[config.mk]
export PLATFORM = sky130hd
export DESIGN_NAME = dct_quant
export DESIGN_NICKNAME = d
export VERILOG_FILES = /design/src/rtl/dct_quant.sv
export SDC_FILE = /design/constraint.sdc
export NUM_CORES = 1
export LEC_CHECK = 0
export ABC_AREA = 0
export CORE_ASPECT_RATIO = 1.1
export CORE_UTILIZATION = 49
export DETAILED_ROUTE_END_ITERATION = 10
export PLACE_DENSITY = 0.63
export SLEW_MARGIN = 20
export SYNTH_ARGS = -nofsm -noshare
export SYNTH_HDL_FRONTEND = slang
export SYNTH_SLANG_ARGS = --single-unit
[constraint.sdc]
create_clock -name clk -period 17.41 [get_ports clk]
set_input_delay 4.3525 -clock clk [delete_from_list [all_inputs] [get_ports clk]]
set_output_delay 4.3525 -clock clk [all_outputs]
set_load 0.05 [all_outputs]
[src/rtl/dct_quant.sv]
// Per-position quantize/dequantize stage between dct and idct (3-stage pipeline).
// Optional DCT_QUANT_ROUND_EN: round half away from zero on magnitude; otherwise truncate.
module dct_quant #(
  parameter int unsigned BitWidth = 31,
  parameter int unsigned QSCALE   = 8
) (
  input  logic              clk,
  input  logic              reset,
  input  logic              din_valid,
  input  logic [BitWidth:0] din,
  output logic              done,
  output logic [BitWidth:0] dout,
  output logic              busy
);

  localparam int unsigned CW = 14;
  localparam int unsigned IW = 6;
  localparam int unsigned QW = 8;
  localparam int unsigned RW = 17;
  localparam int unsigned DW = 22;

`ifdef DCT_QUANT_ROUND_EN
  localparam logic [31:0] RND = 32'd32768;
`else
  localparam logic [31:0] RND = 32'd0;
`endif

  // JPEG luminance table, row-major, index 0 first
  localparam logic [0:63][7:0] LUMA = {
    8'd16, 8'd11, 8'd10, 8'd16, 8'd24,  8'd40,  8'd51,  8'd61,
    8'd12, 8'd12, 8'd14, 8'd19, 8'd26,  8'd58,  8'd60,  8'd55,
    8'd14, 8'd13, 8'd16, 8'd24, 8'd40,  8'd57,  8'd69,  8'd56,
    8'd14, 8'd17, 8'd22, 8'd29, 8'd51,  8'd87,  8'd80,  8'd62,
    8'd18, 8'd22, 8'd37, 8'd56, 8'd68,  8'd109, 8'd103, 8'd77,
    8'd24, 8'd35, 8'd55, 8'd64, 8'd81,  8'd104, 8'd113, 8'd92,
    8'd49, 8'd64, 8'd78, 8'd87, 8'd103, 8'd121, 8'd120, 8'd101,
    8'd72, 8'd92, 8'd95, 8'd98, 8'd112, 8'd100, 8'd103, 8'd99
  };

  function automatic logic [0:63][QW-1:0] build_q();
    logic [0:63][QW-1:0] t;
    int unsigned v;
    t = '0;
    for (int i = 0; i < 64; i++) begin
      v = (32'(LUMA[i]) * 32'(QSCALE) + 32'd4) >> 3;
      if (v < 32'd1) v = 32'd1;
      else if (v > 32'd255) v = 32'd255;
      t[i] = QW'(v);
    end
    return t;
  endfunction

  function automatic logic [0:63][RW-1:0] build_r(input logic [0:63][QW-1:0] q);
    logic [0:63][RW-1:0] t;
    t = '0;
    for (int i = 0; i < 64; i++)
      t[i] = RW'((32'd65536 + 32'(q[i] >> 1)) / 32'(q[i]));
    return t;
  endfunction

  localparam logic [0:63][QW-1:0] Q_TAB = build_q();
  localparam logic [0:63][RW-1:0] R_TAB = build_r(Q_TAB);

  typedef enum logic [1:0] {IDLE, RUN, DRAIN} state_t;

  state_t        state, state_next;
  logic [IW-1:0] idx, idx_next;
  logic          accept;
  logic          valid_prev;

  logic          s1_v, s1_sign;
  logic [CW-1:0] s1_mag;
  logic [QW-1:0] s1_q;
  logic [RW-1:0] s1_r;
  logic          s2_v, s2_sign;
  logic [CW-1:0] s2_qm;
  logic [QW-1:0] s2_q;

  logic [CW-1:0] coef_c, mag_c, qm_c, deq_c;
  logic [DW-1:0] dm_c;
  logic          unused_lsbs;

  assign coef_c      = din[BitWidth -: CW];
  assign unused_lsbs = ^din[BitWidth-CW:0];
  assign mag_c       = coef_c[CW-1] ? CW'(~coef_c + 14'd1) : coef_c;
  assign qm_c        = CW'((32'(s1_mag) * 32'(s1_r) + RND) >> 16);
  assign dm_c        = DW'(s2_qm) * DW'(s2_q);

  // Sign reapplied after saturating to the 14-bit signed range
  always_comb begin
    deq_c = '0;
    if (!s2_sign)
      deq_c = (dm_c > 22'd8191) ? 14'h1fff : dm_c[CW-1:0];
    else
      deq_c = (dm_c > 22'd8192) ? 14'h2000 : CW'(~dm_c + 22'd1);
  end

  // A block only starts on a fresh din_valid rise, so a level held across reset is ignored
  always_comb begin
    state_next = state;
    idx_next   = idx;
    accept     = 1'b0;
    case (state)
      IDLE: begin
        if (din_valid && !valid_prev) begin
          accept     = 1'b1;
          idx_next   = idx + 6'd1;
          state_next = RUN;
        end
      end
      RUN: begin
        if (din_valid) begin
          accept   = 1'b1;
          idx_next = idx + 6'd1;
          if (idx == 6'd63) state_next = DRAIN;
        end else begin
          idx_next   = '0;
          state_next = IDLE;
        end
      end
      DRAIN: begin
        if (!din_valid) state_next = IDLE;
      end
      default: state_next = IDLE;
    endcase
  end

  always_ff @(posedge clk or negedge reset) begin
    if (!reset) begin
      state      <= IDLE;
      idx        <= '0;
      valid_prev <= 1'b1;
      busy       <= 1'b0;
    end else begin
      state      <= state_next;
      idx        <= idx_next;
      valid_prev <= din_valid;
      busy       <= (state_next != IDLE);
    end
  end

  always_ff @(posedge clk or negedge reset) begin
    if (!reset) begin
      s1_v    <= 1'b0;
      s1_sign <= 1'b0;
      s1_mag  <= '0;
      s1_q    <= '0;
      s1_r    <= '0;
      s2_v    <= 1'b0;
      s2_sign <= 1'b0;
      s2_qm   <= '0;
      s2_q    <= '0;
      done    <= 1'b0;
      dout    <= '0;
    end else begin
      s1_v <= accept;
      if (accept) begin
        s1_sign <= coef_c[CW-1];
        s1_mag  <= mag_c;
        s1_q    <= Q_TAB[idx];
        s1_r    <= R_TAB[idx];
      end
      s2_v <= s1_v;
      if (s1_v) begin
        s2_sign <= s1_sign;
        s2_qm   <= qm_c;
        s2_q    <= s1_q;
      end
      done <= s2_v;
      if (s2_v) dout <= {{(BitWidth + 1 - CW){deq_c[CW-1]}}, deq_c};
    end
  end

endmodule
==> results.md <==
* Run status: complete, no violations
* Leakage at 7.82 nW
* Final design area excluding fillers at 15700 um^2
* Required arrival time at the worst endpoint at 17.64 ns
* Number of port buffers at 50
* Number of library cell types mapped by synthesis at 71
* Slew margin rel. at 26.3%
* Setup violations, final at 0
* Fraction of registers with async set or reset after synthesis at 100%
* H-tree Lvls at 3
* Switching share of total power at 55.2%
* Number of flops mapped to enable cells by yosys at 0
* Final count of pins violating max slew at 0
* Horiz. Die Dim at 168 um
* Clock Skews at 0.00729 ns
* Wire length reported by the detailed router at 35400 um
* Number of clock buffers inserted by TritonCTS at 9
* FMAX at 142 MHz
* Transition at the pin with the smallest max-transition slack at 1.11 ns
* Power share of the sequential group at 14.0%
* Global-route wire length before repair at 60500 um
* Row count at 66
* Leftover overflow at the end of global routing at 0
* Number of inserted filler cells in the final layout at 2825
* Antenna cell count at 0
* Synthesized Nets at 2159
* Share of final-layout standard cells stronger than drive strength 1 at 3.24%
* Count of cells resized by post-cts repair at 0
* Routed length per instance at 16.8 um
* Average via count per standard cell at 5.65
* Worst path arrival time at 7.29 ns
* Internal power of the cells at 0.00139 W
* DRC marker count from the first detailed-route iteration at 834
* Standard cell area after detailed placement at 15400 um^2
* Post-CTS setup buffer count at 0
* Largest net degree at the start of global routing at 73
* Initial standard-cell utilization of the core at 50.1%
* Setup Crit Path Kind: reg -> reg
* Clock edge transition at the registers on the reported setup and hold paths at 0.06 ns
* Clock buffer depth at 2
* Post-synthesis to final-layout area growth at 5.67%
* Total area of multi-input combinational cells at 11300 um^2
* Core region area at 29700 um^2
* GRT Total Usage at 24.2%
* Number of vias after detailed routing at 11.9k
* Predominant post-synthesis flop cell: dfrtp_1
* Clock network power share at 6.9%
* Die Y-Extent at 185 um
* Max IR drop VDD at 104 uV
* Root buffer cell: clkbuf_16
* PwrDens at 197 nW/um^2
* DP HPWL at 26800 um
* Worst hold-check path type: reg -> reg
* #FFs+latches synth at 84
* Number of sinks on the clock net at 84
* Critical path capture point type: register
* Sw power at 0.00171 W
* Fin crit period at 7.06 ns
* CP Max Fanout at 15
* Yosys warning count at 0
* Worst r2r path cells at 22
* Antenna-violating nets left at 0
* Maximum capacitance violations at 0
* Post-CTS Hold Buffers at 0
* Hold violation total from the final report at 0
* Setup TNS Final at 0 ns
* Avg Cell Area, Syn at 8.41 um^2
* Register Area at 2100 um^2
* CTS tree: done
* Clock latency of the later-clocked register in the worst-skew pair at 0.35 ns
* Final period util at 40.6%
* Share of total power in combinational logic at 79.1%
* Area of the die at 31100 um^2
* Remaining DRCs at 0
* Type of origin of the critical path: register
* Number of placed I/O pins at 69
* Cell Area, Synth at 14900 um^2
* Cell depth of the worst hold path at 2
* RSZ-0062 raised after global routing: false
* Post-synthesis instance total at 1771
* Post-layout power at 0.00310 W
* Initial antenna violation count at 0
* RD Place Congestion at 0.916
* Via count of the first global-routing pass at 12.3k
* Final net count at 2114
* Part of the Yosys area used for sequential elements at 14.1%
* Count of TritonRoute iterations in the first routing pass at 5
==> flip-flops by register name, summed over array words and instances (netlist names) <==
name        flops
dout           14
s1_mag         14
s2_qm          14
s1_r           13
s1_q            7
s2_q            7
idx             6
state           2
busy            1
done            1
s1_sign         1
s1_v            1
s2_sign         1
s2_v            1
valid_prev      1
==> worst max-delay path, cell delays in order, from the launching register on <==
cell	delay, ns
dfrtp_1	0.79
nand2_1	0.17
fa_1	0.58
inv_1	0.08
fa_1	0.47
fa_1	0.52
inv_1	0.05
fa_1	0.54
inv_1	0.05
fa_1	0.48
inv_1	0.06
fa_1	0.52
inv_1	0.04
ha_1	0.26
nand4_1	0.12
a211oi_1	0.28
a22oi_1	0.20
o31a_1	0.44
o21ai_0	0.48
a211oi_1	0.20
o21bai_1	0.25
xor2_1	0.10
mux2_2	0.27
==> final cells by class <==
cell class                      instances  area share (%)
Clock inverter                          7           0.675
Timing Repair Buffer                   55            3.40
Clock buffer                            9            1.43
Multi-Input combinational cell       1304            71.7
Inverter                              272            6.48
Sequential cell                        84            13.4
Tap cell                              374            2.97
==> power groups by stage <==
stage / sequential (W) / clock (W) / combinational, W
after floorplan: 0.000364 / 0 / 0.00188
after global placement: 0.000435 / 0 / 0.00242
after detailed placement: 0.000438 / 0 / 0.00247
after CTS: 0.000433 / 0.000219 / 0.00249
after global routing: 0.000446 / 0.000229 / 0.00283
final: 0.000435 / 0.000213 / 0.00246
==> per-layer routing <==
| layer | wire length (um) | vias up | track usage (%) | part of all wire (%) |
|---|---|---|---|---|
| li1 | - | 5642 | - | - |
| met1 | 15700 | 5928 | 31.4 | 44 |
| met2 | 17600 | 274 | 42.2 | 50 |
| met3 | 1350 | 54 | 2.69 | 3.8 |
| met4 | 831 | 0 | 7.60 | 2.3 |
| met5 | 0 | - | 0 | 0 |
==> kinds of logic (layout without fill, tap and decap cells) <==
kind of cell	Yosys count	in the layout	share of synthesized area, %
XOR/XNOR	37	37	2.17
multiplexers	25	25	1.91
buffers and inverters	383	343	10.2
flip-flops	84	84	14.1
AND/OR/NAND/NOR	551	551	18.3
AO/OA/AOI/OAI	338	338	14.1
adder cells (fa/ha/maj)	353	353	39.2
==> cells in the mapped netlist (all sizes together), types with 14 or more instances <==
library cell | n | area [um^2]
a31oi | 14 | 87.6
dfrtp | 83 | 2080
inv | 269 | 1010
buf | 24 | 165
nand2 | 210 | 788
o21ai | 97 | 485
fa | 189 | 3780
nor3 | 27 | 135
and2 | 161 | 1010
nor2 | 78 | 293
a211oi | 24 | 180
clkbuf | 87 | 327
a21o | 18 | 135
mux2 | 18 | 203
xor2 | 16 | 140
xnor2 | 21 | 184
ha | 164 | 2050
a21oi | 92 | 460
==> per-stage QoR <==
| step | util [%] | hold WS (ns) | setup slack [ns] | std cells |
|---|---|---|---|---|
| 3_3_place_gp | 51.8 | 0.459 | 10.50 | 2089 |
| 3_5_place_dp | 51.8 | 0.466 | 10.41 | 2089 |
| 4_1_cts | 53.0 | 0.482 | 10.37 | 2105 |
| 5_1_grt | 53.0 | 0.494 | 9.95 | 2105 |
| 6_report | 53.0 | 0.479 | 10.35 | 2105 |
| 2_1_floorplan | - | 0.352 | 11.22 | 1771 |
==> final timing paths <==
path / from / to / slack (ns)
min in group asynchronous: reset / s2_qm[11] / 3.85
max reg2reg: s1_r[10] / s2_qm[12] / 10.35
max: s1_r[10] / s2_qm[12] / 10.35
min reg2reg: s1_q[6] / s1_q[6] / 0.48
min: s1_q[6] / s1_q[6] / 0.48
max in group asynchronous: reset / idx[2] / 12.36
==> cells in the final DEF, fill, tap and decap left out, drive strengths merged, types with 27 or more instances in the layout <==
cell type | synthesis | layout
nor3 | 27 | 27
fa | 189 | 189
o21ai | 97 | 97
nand2 | 210 | 210
and2 | 161 | 161
nor2 | 78 | 78
clkdlybuf4s50 | 0 | 49
dfrtp | 83 | 83
ha | 164 | 164
inv | 269 | 272
a21oi | 92 | 92
(Power assumes the default switching activity.)
==> variant 1 (same flow settings) <==
Encoding of `state_t`: now one-hot (3 bits for 3 states).
--- a/src/rtl/dct_quant.sv
+++ b/src/rtl/dct_quant.sv
@@ -61,7 +61,7 @@
   localparam logic [0:63][QW-1:0] Q_TAB = build_q();
   localparam logic [0:63][RW-1:0] R_TAB = build_r(Q_TAB);
 
-  typedef enum logic [1:0] {IDLE, RUN, DRAIN} state_t;
+  typedef enum logic [2:0] {IDLE = 3'b001, RUN = 3'b010, DRAIN = 3'b100} state_t;
 
   state_t        state, state_next;
   logic [IW-1:0] idx, idx_next;
Behaviour: no difference found for any inputs over 4 cycles, from zero or initial values and one cycle with reset low; so few cycles prove little.
==> variant 1 against the original RTL <==
Wire length decreased by 1.7%; worst setup slack gained 0.17 ns; first-iteration DRC count down 1.1%; synthesized area grew 1.2%; clock skew up 0.0054 ns; sequential cell count rose by 1; cell area up 1.5%.
Power is not shown: default switching activity piles up to over one toggle a cycle in this logic, so the estimate is an artifact.
==> variant 1: results <==
[critical_path]
worst_ep_arrival_time_ns = 7.12
crit_slowest_cell = a211oi_1
cp_max_fo = 14
ff2ff_path_depth = 21
cp-startpoint = s1_mag[2]$_DFFE_PN0P_
reg2reg_slack_ns = 10.52

[final_layout]
regArea_mm2 = 0.00213
multi_input_area_mm2 = 0.0114
n_all_inverters = 269
drive_above_1_share_pct = 5.01
fillers = 2882
nonClockBufferCount = 61
finalNetCount = 2098
seq_cell_count = 85
buf_share_pct = 3.63

[synth]
yosysSeqAreaShare_pct = 14.1
synthTopCellsByArea = fa_1, dfrtp_1, ha_1, and2_1, inv_1

[timing]
worst_pin_slew_ns = 0.924
skew_ns = 0.0127

[status]
outcome = finished clean

[detailed_routing]
dr.first_iter.drc_count = 825
wl_met3_um = 1450
vias = 11800
avgViaCountPerCell = 5.54
wl_um = 34800
dr_wl_met2_um = 17200

[global_routing]
grt_usage_pct = 23.5
met2_usage_pct = 41.7
grt_pass1_wl_um = 59300
grt_max_degree = 79
grt.met1_usage_pct = 30.5
[variant 1: changes by cell type after synthesis, moves of 11 or more]
| cell | delta |
|---|---|
| a211oi_1 | -12 |
| a21oi_1 | -31 |
| nand2_1 | +12 |
| nor3_1 | -11 |
| o21ai_0 | -20 |
| xor2_1 | +13 |
[variant 1: how the worst min path moves through the flow]
stage                                    from  cells past startpoint             endpoint  slack (ns)
after detailed placement  s1_q[1]$_DFFE_PN0P_                      2  s1_q[1]$_DFFE_PN0P_        0.47
after global routing      s1_q[2]$_DFFE_PN0P_                      2  s1_q[2]$_DFFE_PN0P_        0.53
final                     s1_q[1]$_DFFE_PN0P_                      2  s1_q[1]$_DFFE_PN0P_        0.48
after global placement    s1_q[2]$_DFFE_PN0P_                      2  s1_q[2]$_DFFE_PN0P_        0.46
after CTS                 s1_q[1]$_DFFE_PN0P_                      2  s1_q[1]$_DFFE_PN0P_        0.48
after floorplan                s2_v$_DFF_PN0_                      0       done$_DFF_PN0_        0.35
[variant 1: metrics by stage]
stage               hold slack [ns]  worst slack [ns]  cell area [um2]
CTS                           0.482             10.52            16000
detailed placement            0.467             10.55            15700
finish                        0.476             10.52            16000
floorplan                     0.352             11.16            15100
global route                  0.526             10.24            16000
global placement              0.459             10.58            15700
[variant 1: kinds of logic (layout without fill, tap and decap cells)]
kind of cell               count (synthesis)  count (layout)  synth area share [%]
adders and majority gates                353             353                  38.7
muxes                                     37              37                  3.05
xor gates and xnor gates                  52              52                  3.02
buffers and inverters                    381             346                  10.1
AOI/OAI and AO/OA                        285             285                  12.9
and+or+nand+nor                          557             557                  18.1
DFF                                       85              85                  14.1
==> variant 2 (same flow settings) <==
Without the edit above. `BitWidth`: 31 -> 23.
--- a/src/rtl/dct_quant.sv
+++ b/src/rtl/dct_quant.sv
@@ -1,7 +1,7 @@
 // Per-position quantize/dequantize stage between dct and idct (3-stage pipeline).
 // Optional DCT_QUANT_ROUND_EN: round half away from zero on magnitude; otherwise truncate.
 module dct_quant #(
-  parameter int unsigned BitWidth = 31,
+  parameter int unsigned BitWidth = 23,
   parameter int unsigned QSCALE   = 8
 ) (
   input  logic              clk,
Interface: changed (resized din and dout); port bits go from 69 to 53. No check against the original RTL was run, so the function may have changed too.
==> variant 2 against the original RTL <==
Worst setup slack lost 0.032 ns; global-route usage grew 0.17 points; wire length grew 0.20%; sequential cell count is the same; cell count shrank 0.24%; synthesized area shrank 0.40%; non-clock buffer count shrank 5; sequential power shrank 2%; worst hold slack is essentially flat; total power shrank 2.9%; clock skew grew 0.0086 ns; via count grew 0.69%; cell area shrank 0.56%; largest cell class unchanged; largest power group unchanged.
==> variant 2: results <==
[synth]
yosysSeqAreaShare_pct = 14.2
synth-async-reset-ratio_pct = 100
synth_fa_ha_area_share_pct = 39.3
synthXorXnorAreaFrac_pct = 2.18
synth_mux_area_share_pct = 1.92
synth-compound-area-share_pct = 14.2
ys.flop_type = dfrtp_1
netlist-cell-type-count = 71
synthTopCellsByArea = fa_1, dfrtp_1, ha_1, and2_1, inv_1
avgSynthCellArea_um2 = 8.42

[timing]
worst_pin_slew_ns = 1.01
skew_ns = 0.0159
finalSetupViolCount = 0

[placed_design]
dp.final_hpwl_um = 26800
pre_cts_slack_ns = 10.33
port_buffers = 42
post_dp_cell_area_mm2 = 0.0154
place_congestion = 0.919

[detailed_routing]
dr.first_iter.drc_count = 750
wl_per_cell_um = 16.9
drt-pass1-iter-count = 5
drt-met1-wl_um = 15800
top_layer = met4
wl_met3_um = 1620
wl_um = 35500
dr_wl_met2_um = 17300
avgViaCountPerCell = 5.70

[final_layout]
n_all_inverters = 272
drive_above_1_share_pct = 3.42
antenna_cells = 0
finalNetCount = 2101
fillers = 2816
clk_share_pct = 1.93
reg_top3 = dout (14), s1_mag (14), s2_qm (14)
buf_share_pct = 3.05
nonClockBufferCount = 50
utilization_pct = 52.8

[floorplan]
dieArea_mm2 = 0.0310

[global_routing]
grt_max_degree = 75
grt_usage_pct = 24.4
grt_pass1_vias = 12100
grt.met1_usage_pct = 32.6
global_route.usage.met3_pct = 2.83
antenna_found_initial = 0
grt_pass1_wl_um = 60800
met2_usage_pct = 41.6

[pwr]
ir_drop_mv = 0.118
p_int_uw = 1360
powerComb_uw = 2400
pwr.group.sequential_uw = 425
leakage_uw = 0.00779

[clock_network]
clkTransAtPathRegs_ns = 0.08
htreeDepth = 3
cts.path.max_buffers = 2

[critical_path]
worst_ep_arrival_time_ns = 7.33
crit_slowest_cell = dfrtp_1

[status]
outcome = finished clean

[hold_path]
min_path_type = reg -> reg
[variant 2: cell count changes in the layout (fill, tap and decap cells not counted), sizes merged]
cell / before / now
buf: 6 / 9
bufinv: 2 / 0
clkdlybuf4s50: 49 / 41
clkinv: 5 / 6
inv: 272 / 273
[variant 2: path summary, 6_finish.rpt]
path | startpoint | slack [ns] | cells after the start | to
worst max-delay path | s1_r[8]$_DFFE_PN0P_ | 10.32 | 20 | s2_qm[12]$_DFFE_PN0P_
worst min-delay path | s1_q[1]$_DFFE_PN0P_ | 0.48 | 2 | s1_q[1]$_DFFE_PN0P_
worst max register to register | s1_r[8]$_DFFE_PN0P_ | 10.32 | 20 | s2_qm[12]$_DFFE_PN0P_
worst min register to register | s1_q[1]$_DFFE_PN0P_ | 0.48 | 2 | s1_q[1]$_DFFE_PN0P_
max in group asynchronous | reset | 12.34 | 2 | idx[2]$_DFFE_PN0P_
min in group asynchronous | reset | 3.84 | 1 | s2_qm[11]$_DFFE_PN0P_
